## src/rtl/data_mem_arbiter.sv

```systemverilog
// Two-port valid/ready arbiter sequencing accesses onto one data memory port.
// Define DMEM_ARB_RR_EN for round-robin tie-break; default is fixed priority.
module data_mem_arbiter #(
  parameter int ADDR_W = 32,
  parameter int DATA_W = 32
) (
  input  logic              clk,
  input  logic              rst,
  input  logic              req0_valid,
  input  logic              req0_write,
  input  logic [ADDR_W-1:0] req0_addr,
  input  logic [DATA_W-1:0] req0_wdata,
  output logic              req0_ready,
  output logic              rsp0_valid,
  output logic [DATA_W-1:0] rsp0_rdata,
  input  logic              req1_valid,
  input  logic              req1_write,
  input  logic [ADDR_W-1:0] req1_addr,
  input  logic [DATA_W-1:0] req1_wdata,
  output logic              req1_ready,
  output logic              rsp1_valid,
  output logic [DATA_W-1:0] rsp1_rdata,
  output logic [ADDR_W-1:0] mem_address,
  output logic [DATA_W-1:0] mem_store_data,
  output logic              mem_write,
  output logic              mem_read,
  input  logic [DATA_W-1:0] mem_load_data,
  output logic              busy
);

  typedef enum logic [1:0] {
    IDLE   = 2'd0,
    ACCESS = 2'd1,
    RESP   = 2'd2
  } state_t;

  state_t            state_q;
  state_t            state_d;
  logic              wr_q;
  logic              port_q;
  logic [ADDR_W-1:0] addr_q;
  logic [DATA_W-1:0] wdata_q;
  logic [DATA_W-1:0] rdata_q;
  logic              any_req;
  logic              grant;
  logic              accept;

  assign any_req = req0_valid | req1_valid;
  assign accept  = (state_q == IDLE) & any_req;

`ifdef DMEM_ARB_RR_EN
  logic last_q;

  // Tie goes to the port not granted last; a lone requester always wins
  always_comb begin
    grant = ~req0_valid;
    if (req0_valid & req1_valid)
      grant = ~last_q;
  end

  // Remember which port was granted on each accept
  always_ff @(posedge clk or posedge rst) begin
    if (rst)
      last_q <= 1'b1;
    else if (accept)
      last_q <= grant;
  end
`else
  // Port 0 always wins; port 1 only when port 0 is absent
  always_comb grant = ~req0_valid;
`endif

  // State register
  always_ff @(posedge clk or posedge rst) begin
    if (rst)
      state_q <= IDLE;
    else
      state_q <= state_d;
  end

  // Next-state: fixed one cycle each in ACCESS and RESP
  always_comb begin
    state_d = state_q;
    unique case (state_q)
      IDLE:    if (any_req) state_d = ACCESS;
      ACCESS:  state_d = RESP;
      RESP:    state_d = IDLE;
      default: state_d = IDLE;
    endcase
  end

  // Latch winner's request at accept, capture memory data at end of ACCESS
  always_ff @(posedge clk or posedge rst) begin
    if (rst) begin
      wr_q    <= 1'b0;
      port_q  <= 1'b0;
      addr_q  <= '0;
      wdata_q <= '0;
      rdata_q <= '0;
    end else begin
      if (accept) begin
        port_q  <= grant;
        wr_q    <= grant ? req1_write : req0_write;
        addr_q  <= grant ? req1_addr : req0_addr;
        wdata_q <= grant ? req1_wdata : req0_wdata;
      end
      if (state_q == ACCESS)
        rdata_q <= wr_q ? '0 : mem_load_data;
    end
  end

  // Outputs decoded from state; ready is held low while reset is applied
  always_comb begin
    req0_ready     = 1'b0;
    req1_ready     = 1'b0;
    rsp0_valid     = 1'b0;
    rsp1_valid     = 1'b0;
    rsp0_rdata     = '0;
    rsp1_rdata     = '0;
    mem_address    = '0;
    mem_store_data = '0;
    mem_write      = 1'b0;
    mem_read       = 1'b0;
    busy           = 1'b0;
    unique case (state_q)
      IDLE: begin
        req0_ready = any_req & ~rst & ~grant;
        req1_ready = any_req & ~rst & grant;
      end
      ACCESS: begin
        busy           = 1'b1;
        mem_address    = addr_q;
        mem_store_data = wdata_q;
        mem_write      = wr_q;
        mem_read       = ~wr_q;
      end
      RESP: begin
        busy       = 1'b1;
        rsp0_valid = ~port_q;
        rsp1_valid = port_q;
        rsp0_rdata = port_q ? '0 : rdata_q;
        rsp1_rdata = port_q ? rdata_q : '0;
      end
      default: busy = 1'b0;
    endcase
  end

endmodule

```

## config.mk

```make
export PLATFORM = sky130hd
export DESIGN_NAME = data_mem_arbiter
export DESIGN_NICKNAME = d
export VERILOG_FILES = /design/src/rtl/data_mem_arbiter.sv
export SDC_FILE = /design/constraint.sdc
export NUM_CORES = 1
export LEC_CHECK = 0
export ABC_AREA = 1
export CAP_MARGIN = 10
export CORE_UTILIZATION = 40
export DETAILED_ROUTE_END_ITERATION = 16
export PLACE_DENSITY = 0.92
export SLEW_MARGIN = 15
export SYNTH_ARGS = -nofsm -noshare
export SYNTH_HDL_FRONTEND = slang
export SYNTH_SLANG_ARGS = --single-unit
```

## constraint.sdc

```tcl
create_clock -name clk -period 3.31 [get_ports clk]
set_input_delay 0.331 -clock clk [delete_from_list [all_inputs] [get_ports clk]]
set_output_delay 0.331 -clock clk [all_outputs]
set_load 0.02 [all_outputs]
```

Word level (Yosys, flattened, before mapping):

Index checks and enable logic that the tools add are counted.

* bitwise gates (word level): 9
* equality and inequality tests: 3
* reduce and logical (&&, ||, !) cells: 2
* mux-type cells: 19

Operators with widths (count)
* 2-to-1 mux 32 bit: 9
* 2-to-1 mux 1 bit: 8
* bitwise AND 1 bit: 4
* NOT 1 bit: 4
* one-hot mux 2 bit (2 select lines): 1
* equality test 2 x 1 -> 1 bit, second input constant: 1
* equality test 2 bit, second input constant: 1
* logical NOT 2 bit: 1
* 2-to-1 mux 2 bit: 1
* inequality test 2 bit, second input constant: 1
* OR reduction 2 bit: 1
* OR 1 bit: 1

* bits of input ports: 166
* output and inout port bits: 135
* word-level logic and storage cells: 39
* bits in registers: 100

Logic depth before layout (Yosys ltp):

Gate-level depths: netlist (run 1).

* depth after elaboration: 4
* depth in mapped cells: 8
* gate-level depth less buffers: 6

Worst setup path after synthesis (run 1):

OpenSTA, ideal clock, no wires.

* kind: flip-flop to output port
* start: reg state_q[0]
* end: out rsp0_rdata[0]
* arrival: 1.645 ns
* cell stages (with the launch flop): 8
* required time: 2.979 ns
* path buffers: 1
* slack: 1.334 ns
* cell sequence: dfrtp_1 -> inv_1 -> ha_1 -> inv_1 -> nor2_1 -> inv_1 -> clkbuf_1 -> nor2_1

* longest elaborated chain between the ends: 2

Ends and longest elaborated chain
* from (decl): RTL line 37 `state_t state_q;`
* from (signal assigned): RTL line 78 `state_q <= state_d;`
* equality test 2 bit: RTL line 125 `unique case (state_q)`
* 2-to-1 mux 32 bit: RTL line 125
* to (decl): RTL line 15 `output logic [DATA_W-1:0] rsp0_rdata,`

Every way passes these cells.

Worst setup path in the final report (run 1):

* start: reg state_q[0]
* end: out rsp0_rdata[31]

The elaborated chain is that of the path after synthesis.

==> impl_metrics.json, run 1 <==
{
  "layout.cells.most_common_list": "462 x sky130_fd_sc_hd__nand2_1, 299 x sky130_fd_sc_hd__clkdlybuf4s50_1, 137 x sky130_fd_sc_hd__inv_1",
  "synth_area_leader_cell": "sky130_fd_sc_hd__dfrtp_1",
  "postSynthCellCount": 858,
  "crit_path_max_fanout": 32,
  "area_delta_synth_final_pct": 61.71,
  "run_status": "completed",
  "total_cts_buffers": 9,
  "clock_latency_ps": 330,
  "p_per_area_mw_per_mm2": 704.0,
  "layout_net_count": 1302,
  "seq_power_share_pct": 32.4,
  "post-route-period-util_pct": 86.32,
  "grt_first_pass_wirelength_um": 26740,
  "mostFrequentLayoutCell": "sky130_fd_sc_hd__nand2_1",
  "grt_pass1_vias": 5578,
  "ys_top_cells_by_area": "sky130_fd_sc_hd__dfrtp_1 45%, sky130_fd_sc_hd__nand2_1 31%, sky130_fd_sc_hd__inv_1 9.4%",
  "wire_per_inst_um": 12.89,
  "maxCapViolCount": 0,
  "h_tree_depth": 3,
  "std_cell_rows": 42,
  "fin_skew_ps": 9.430,
  "ios": 301,
  "timing.critical_path.from_type": "register",
  "report.final.hold_viol_count": 0,
  "max_slew_margin_pct": 37.21,
  "ant_nets": 0,
  "cts-resized-gates": 0,
  "critical_path_arrival_ps": 2530,
  "max-clock-path-buffers": 2,
  "antenna-diode-count": 0,
  "routabilityCongestion": 0.8506,
  "synth_cell_type_count": 14,
  "die_extent_in_y_um": 119.5,
  "avgViaCountPerCell": 4.561,
  "power_report.internal_total_mw": 3.613,
  "final_cell_count_no_fill": 1313,
  "power_switching_mw": 2.670,
  "synth-seq-cells": 100,
  "max_freq_ghz": 0.3500,
  "path_class": "reg -> out",
  "timing.final.max_slew_violations": 0,
  "cts.clk_slew.worst_paths_ps": 70,
  "fp.dieW_um": 119.5,
  "yosysWarnings": 0,
  "fp.dieArea_mm2": 0.01427,
  "detail_route.drc_violations": 0,
  "setup_repair_bufs_after_cts": 0,
  "dp.final_hpwl_um": 12660,
  "grt_util_all_layers_pct": 23.58,
  "placedCellCount": 1297,
  "p_clk_share_pct": 15.7,
  "ctsHoldBuffers": 0,
  "total_leakage_power_nw": 4.879,
  "hold_path.class": "reg -> reg",
  "cts_tree": "built",
  "drive_gt1_share_pct": 2.902,
  "postSynthNetCount": 1028,
  "area_inside_the_core_boundary_mm2": 0.01335,
  "cp-end-kind": "primary output",
  "grt_setup_unrepaired": "false",
  "post_synthesis_sequential_area_ratio_pct": 45.34,
  "netlist.area_leader.share_pct": 45.34,
  "synthesis.area_per_instance_um2": 6.432,
  "buffers_added_on_ports": 300,
  "detailedRoute.firstPassIterationCount": 4,
  "worstPathRequired_ps": 2980,
  "cts-root-buf": "sky130_fd_sc_hd__clkbuf_16",
  "fin_crit_period_ps": 2857,
  "worst_pin_slew_ps": 940.8,
  "total_chip_power_mw": 6.283,
  "drt-initial-drc-count": 337,
  "synthesis.area_mm2": 0.005519,
  "power.share.combinational_pct": 51.9,
  "initial_core_util_pct": 41.35,
  "clock_sinks": 100,
  "max-vdd-ir-drop_uv": 265.2,
  "globalRouteOverflowTotal": 0,
  "switching_fraction_of_total_power_pct": 42.49,
  "routed_wirelength_um": 16920,
  "route.vias.total": 5988,
  "setup_viol": 0,
  "grt_max_degree": 66,
  "antenna_found_initial": 0,
  "fin_setup_tns_ps": 0
}
state kept, by name, indices dropped and copies added, names as in the netlist:
register,flops
addr_q,32
port_q,1
rdata_q,32
state_q,2
wdata_q,32
wr_q,1
cell families after synthesis:
logic type / synth area share, %
and+or+nand+nor: 36.32
buffers and inverters: 13.63
DFF: 45.34
AOI/OAI and AO/OA: 3.808
adders and majority gates: 0.9069
power by group through the flow:
stage               Combinational [mW]  Sequential [mW]  Clock, mW
floorplan                         1.96             1.98          0
global placement                  3.20             2.02          0
detailed placement                3.28             2.05          0
CTS                               3.28             2.03       1.02
global route                      3.56             2.09       1.06
finish                            3.26             2.04      0.986
metrics by stage:
stage	hold WS (ps)	util (%)	instance area [µm²]	setup slack (ps)
floorplan	449.2	-	5519	360.2
global placement	461.7	64.79	8648	913.5
detailed placement	465.0	64.79	8648	777.6
CTS	484.0	66.86	8925	439.2
global route	497.7	66.86	8925	219.4
finish	481.3	66.86	8925	452.7
routing by layer:
layer | share of wire [%] | track usage, %
met1 | 40 | 26.92
met2 | 52 | 43.28
met3 | 6.3 | 4.885
met4 | 2.1 | 8.047
met5 | 0 | 0
cells in the mapped netlist:
| cell | number |
|---|---|
| sky130_fd_sc_hd__dfrtp_1 | 100 |
| sky130_fd_sc_hd__nor2_1 | 68 |
| sky130_fd_sc_hd__o21ai_1 | 1 |
| sky130_fd_sc_hd__clkbuf_1 | 20 |
| sky130_fd_sc_hd__nand2_1 | 462 |
| sky130_fd_sc_hd__inv_1 | 138 |
| sky130_fd_sc_hd__o22ai_1 | 32 |
| sky130_fd_sc_hd__nand3_1 | 2 |
| sky130_fd_sc_hd__nor3_1 | 1 |
| sky130_fd_sc_hd__inv_2 | 1 |
| sky130_fd_sc_hd__buf_4 | 6 |
| sky130_fd_sc_hd__ha_1 | 4 |
| sky130_fd_sc_hd__buf_2 | 22 |
| sky130_fd_sc_hd__a21oi_1 | 1 |
layout make-up:
class                   instances  area (µm²)
clock buffers                   9       225.2
repair buffers                311        3105
inverters                     139       524.3
fillers                      1126        4423
flip-flops and latches        100        2502
clock inverters                 7       51.30
multi-input cells             571        2296
well taps                     176       220.2
path summary, 6_finish.rpt:
path | from | to | slack (ps) | cells past startpoint
hold / removal | addr_q[3] | addr_q[3] | 480 | 2
setup reg to reg | state_q[0] | addr_q[4] | 1220 | 7
hold reg to reg | addr_q[3] | addr_q[3] | 480 | 2
max in group asynchronous | rst | wdata_q[14] | 1890 | 3
setup / recovery | state_q[0] | rsp0_rdata[31] | 450 | 7
min in group asynchronous | rst | addr_q[26] | 570 | 2
critical path, stage by stage (launching register included):
cell and delay, ps:
sky130_fd_sc_hd__dfrtp_1 420, sky130_fd_sc_hd__inv_1 100, sky130_fd_sc_hd__ha_1 220, sky130_fd_sc_hd__inv_1 50, sky130_fd_sc_hd__nor2_1 40, sky130_fd_sc_hd__inv_1 680, sky130_fd_sc_hd__nor2_1 110, sky130_fd_sc_hd__clkdlybuf4s50_1 580
Note: power is estimated with default switching activity, not from simulation.
==> run 2: changes to the inputs <==
==> constraint.sdc (replaced) <==
create_clock -name clk -period 2.85 [get_ports clk]
set_input_delay 0.285 -clock clk [delete_from_list [all_inputs] [get_ports clk]]
set_output_delay 0.285 -clock clk [all_outputs]
set_load 0.02 [all_outputs]
==> impl_metrics.json, run 2 (synthesized netlist as in run 1, its figures left out) <==
{
  "routed_wirelength_um": 16950,
  "setup_viol": 0,
  "total_cts_buffers": 9,
  "drt-initial-drc-count": 234,
  "fin_skew_ps": 5.536,
  "grt_pass1_vias": 5820,
  "avgViaCountPerCell": 4.600,
  "biggestRegsByFlops": "addr_q: 32 flops, rdata_q: 32 flops, wdata_q: 32 flops",
  "area_inside_the_core_boundary_mm2": 0.01335,
  "path_class": "reg -> out",
  "route.vias.total": 6067,
  "cts-resized-gates": 0,
  "ant_nets": 0,
  "fin_setup_tns_ps": 0,
  "area_delta_synth_final_pct": 62.80,
  "std_cell_rows": 42,
  "cp-end-kind": "primary output",
  "grt_setup_unrepaired": "false",
  "h_tree_depth": 3,
  "post-route-period-util_pct": 93.06,
  "fp.dieArea_mm2": 0.01427,
  "worst_pin_slew_ps": 659.5,
  "critical_path_arrival_ps": 2370,
  "timing.critical_path.from_type": "register",
  "cts_tree": "built",
  "layout_net_count": 1307,
  "clock_latency_ps": 330,
  "max-vdd-ir-drop_uv": 343.4,
  "die_extent_in_y_um": 119.5,
  "report.final.hold_viol_count": 0,
  "max-clock-path-buffers": 2,
  "total_leakage_power_nw": 4.914,
  "max_slew_margin_pct": 56.03,
  "detailedRoute.firstPassIterationCount": 4,
  "p_per_area_mw_per_mm2": 822.8,
  "grt_util_all_layers_pct": 24.33,
  "crit_path_max_fanout": 26,
  "cp-startpoint": "state_q[0]",
  "placedCellCount": 1302,
  "max_freq_ghz": 0.3770,
  "globalRouteOverflowTotal": 0,
  "grt_max_degree": 52,
  "detail_route.drc_violations": 0,
  "final_cell_count_no_fill": 1319,
  "buffers_added_on_ports": 300,
  "drive_gt1_share_pct": 3.152,
  "antenna_found_initial": 1,
  "cts.clk_slew.worst_paths_ps": 70,
  "fin_crit_period_ps": 2652,
  "timing.final.max_slew_violations": 0,
  "fp.dieW_um": 119.5,
  "ios": 301,
  "mostFrequentLayoutCell": "sky130_fd_sc_hd__nand2_1",
  "clock_sinks": 100,
  "initial_core_util_pct": 41.35,
  "post-route-util_pct": 67.31,
  "ctsHoldBuffers": 0,
  "grt_first_pass_wirelength_um": 27550,
  "setup_repair_bufs_after_cts": 0,
  "routabilityCongestion": 0.8064,
  "worstPathRequired_ps": 2570,
  "regToRegStartpoint": "state_q[1]",
  "cts-root-buf": "sky130_fd_sc_hd__clkbuf_16",
  "maxCapViolCount": 0,
  "hold_path.class": "reg -> reg",
  "wire_per_inst_um": 12.85,
  "hold_path_startpoint": "wdata_q[7]",
  "layout.cells.most_common_list": "462 x sky130_fd_sc_hd__nand2_1, 299 x sky130_fd_sc_hd__clkdlybuf4s50_1, 137 x sky130_fd_sc_hd__inv_1",
  "dp.final_hpwl_um": 12710,
  "run_status": "completed"
}
run 2: changes by cell type in the layout (fill, tap and decap cells not counted), sizes merged:
cell and delta:
clkbuf +3, clkinvlp -1, bufinv +1, buf +5, inv -3, diode +1
run 2: cell type report:
cell class / instances / area (µm²)
flip-flops and latches: 100 / 2502
multi-input cells: 571 / 2296
diodes: 1 / 2.502
clock inverters: 4 / 48.80
clock buffers: 12 / 246.5
well taps: 176 / 220.2
inverters: 139 / 525.5
repair buffers: 316 / 3143
fillers: 1110 / 4363
run 2: final timing paths:
kind,end,slack [ps],depth (start not counted)
worst max-delay path,rsp0_rdata[11],200,8
worst min-delay path,wdata_q[7],480,2
worst max register to register,addr_q[25],1030,7
worst min register to register,wdata_q[7],480,2
max in group asynchronous,wdata_q[16],1830,3
min in group asynchronous,addr_q[25],560,3
run 2: metrics by stage:
stage	hold slack [ps]	instance area (µm²)	power [mW]	setup slack (ps)
2_1_floorplan	424.2	5523	4.567	920.2
3_3_place_gp	461.0	8687	6.083	693.8
3_5_place_dp	465.8	8687	6.202	583.6
4_1_cts	481.2	8982	7.453	183.9
5_1_grt	491.8	8985	7.923	63.54
6_report	480.4	8985	7.393	197.7
run 2: routing by layer:
layer | vias up | GRT usage (%) | wire length, µm
met4 | 0 | 10.39 | 527
met5 | - | 0 | 0
met2 | 263 | 44.11 | 8539
met1 | 2739 | 28.09 | 6836
met3 | 35 | 3.975 | 1045
li1 | 3030 | - | -
run 2: worst max-delay path, cell delays in order, from the launching register on:
cell	delay [ps]
sky130_fd_sc_hd__dfrtp_1	440
sky130_fd_sc_hd__inv_1	140
sky130_fd_sc_hd__ha_1	190
sky130_fd_sc_hd__inv_1	50
sky130_fd_sc_hd__nor2_1	120
sky130_fd_sc_hd__inv_1	160
sky130_fd_sc_hd__buf_12	200
sky130_fd_sc_hd__nor2_1	120
sky130_fd_sc_hd__clkdlybuf4s50_1	630
run 2: power breakdown:
| group | internal [mW] | switching (mW) |
|---|---|---|
| Combinational | 1.56 | 2.24 |
| Clock | 0.704 | 0.513 |
| Sequential | 2.06 | 0.306 |
| Total | 4.33 | 3.06 |
==> run 3: changes to the inputs <==
--- a/config.mk
+++ b/config.mk
@@ -6,7 +6,6 @@
 export NUM_CORES = 1
 export LEC_CHECK = 0
 export ABC_AREA = 1
-export CAP_MARGIN = 10
 export CORE_UTILIZATION = 40
 export DETAILED_ROUTE_END_ITERATION = 16
 export PLACE_DENSITY = 0.92
==> results of run 3 <==
Final layout, timing and power as in run 2 (identical DEF).
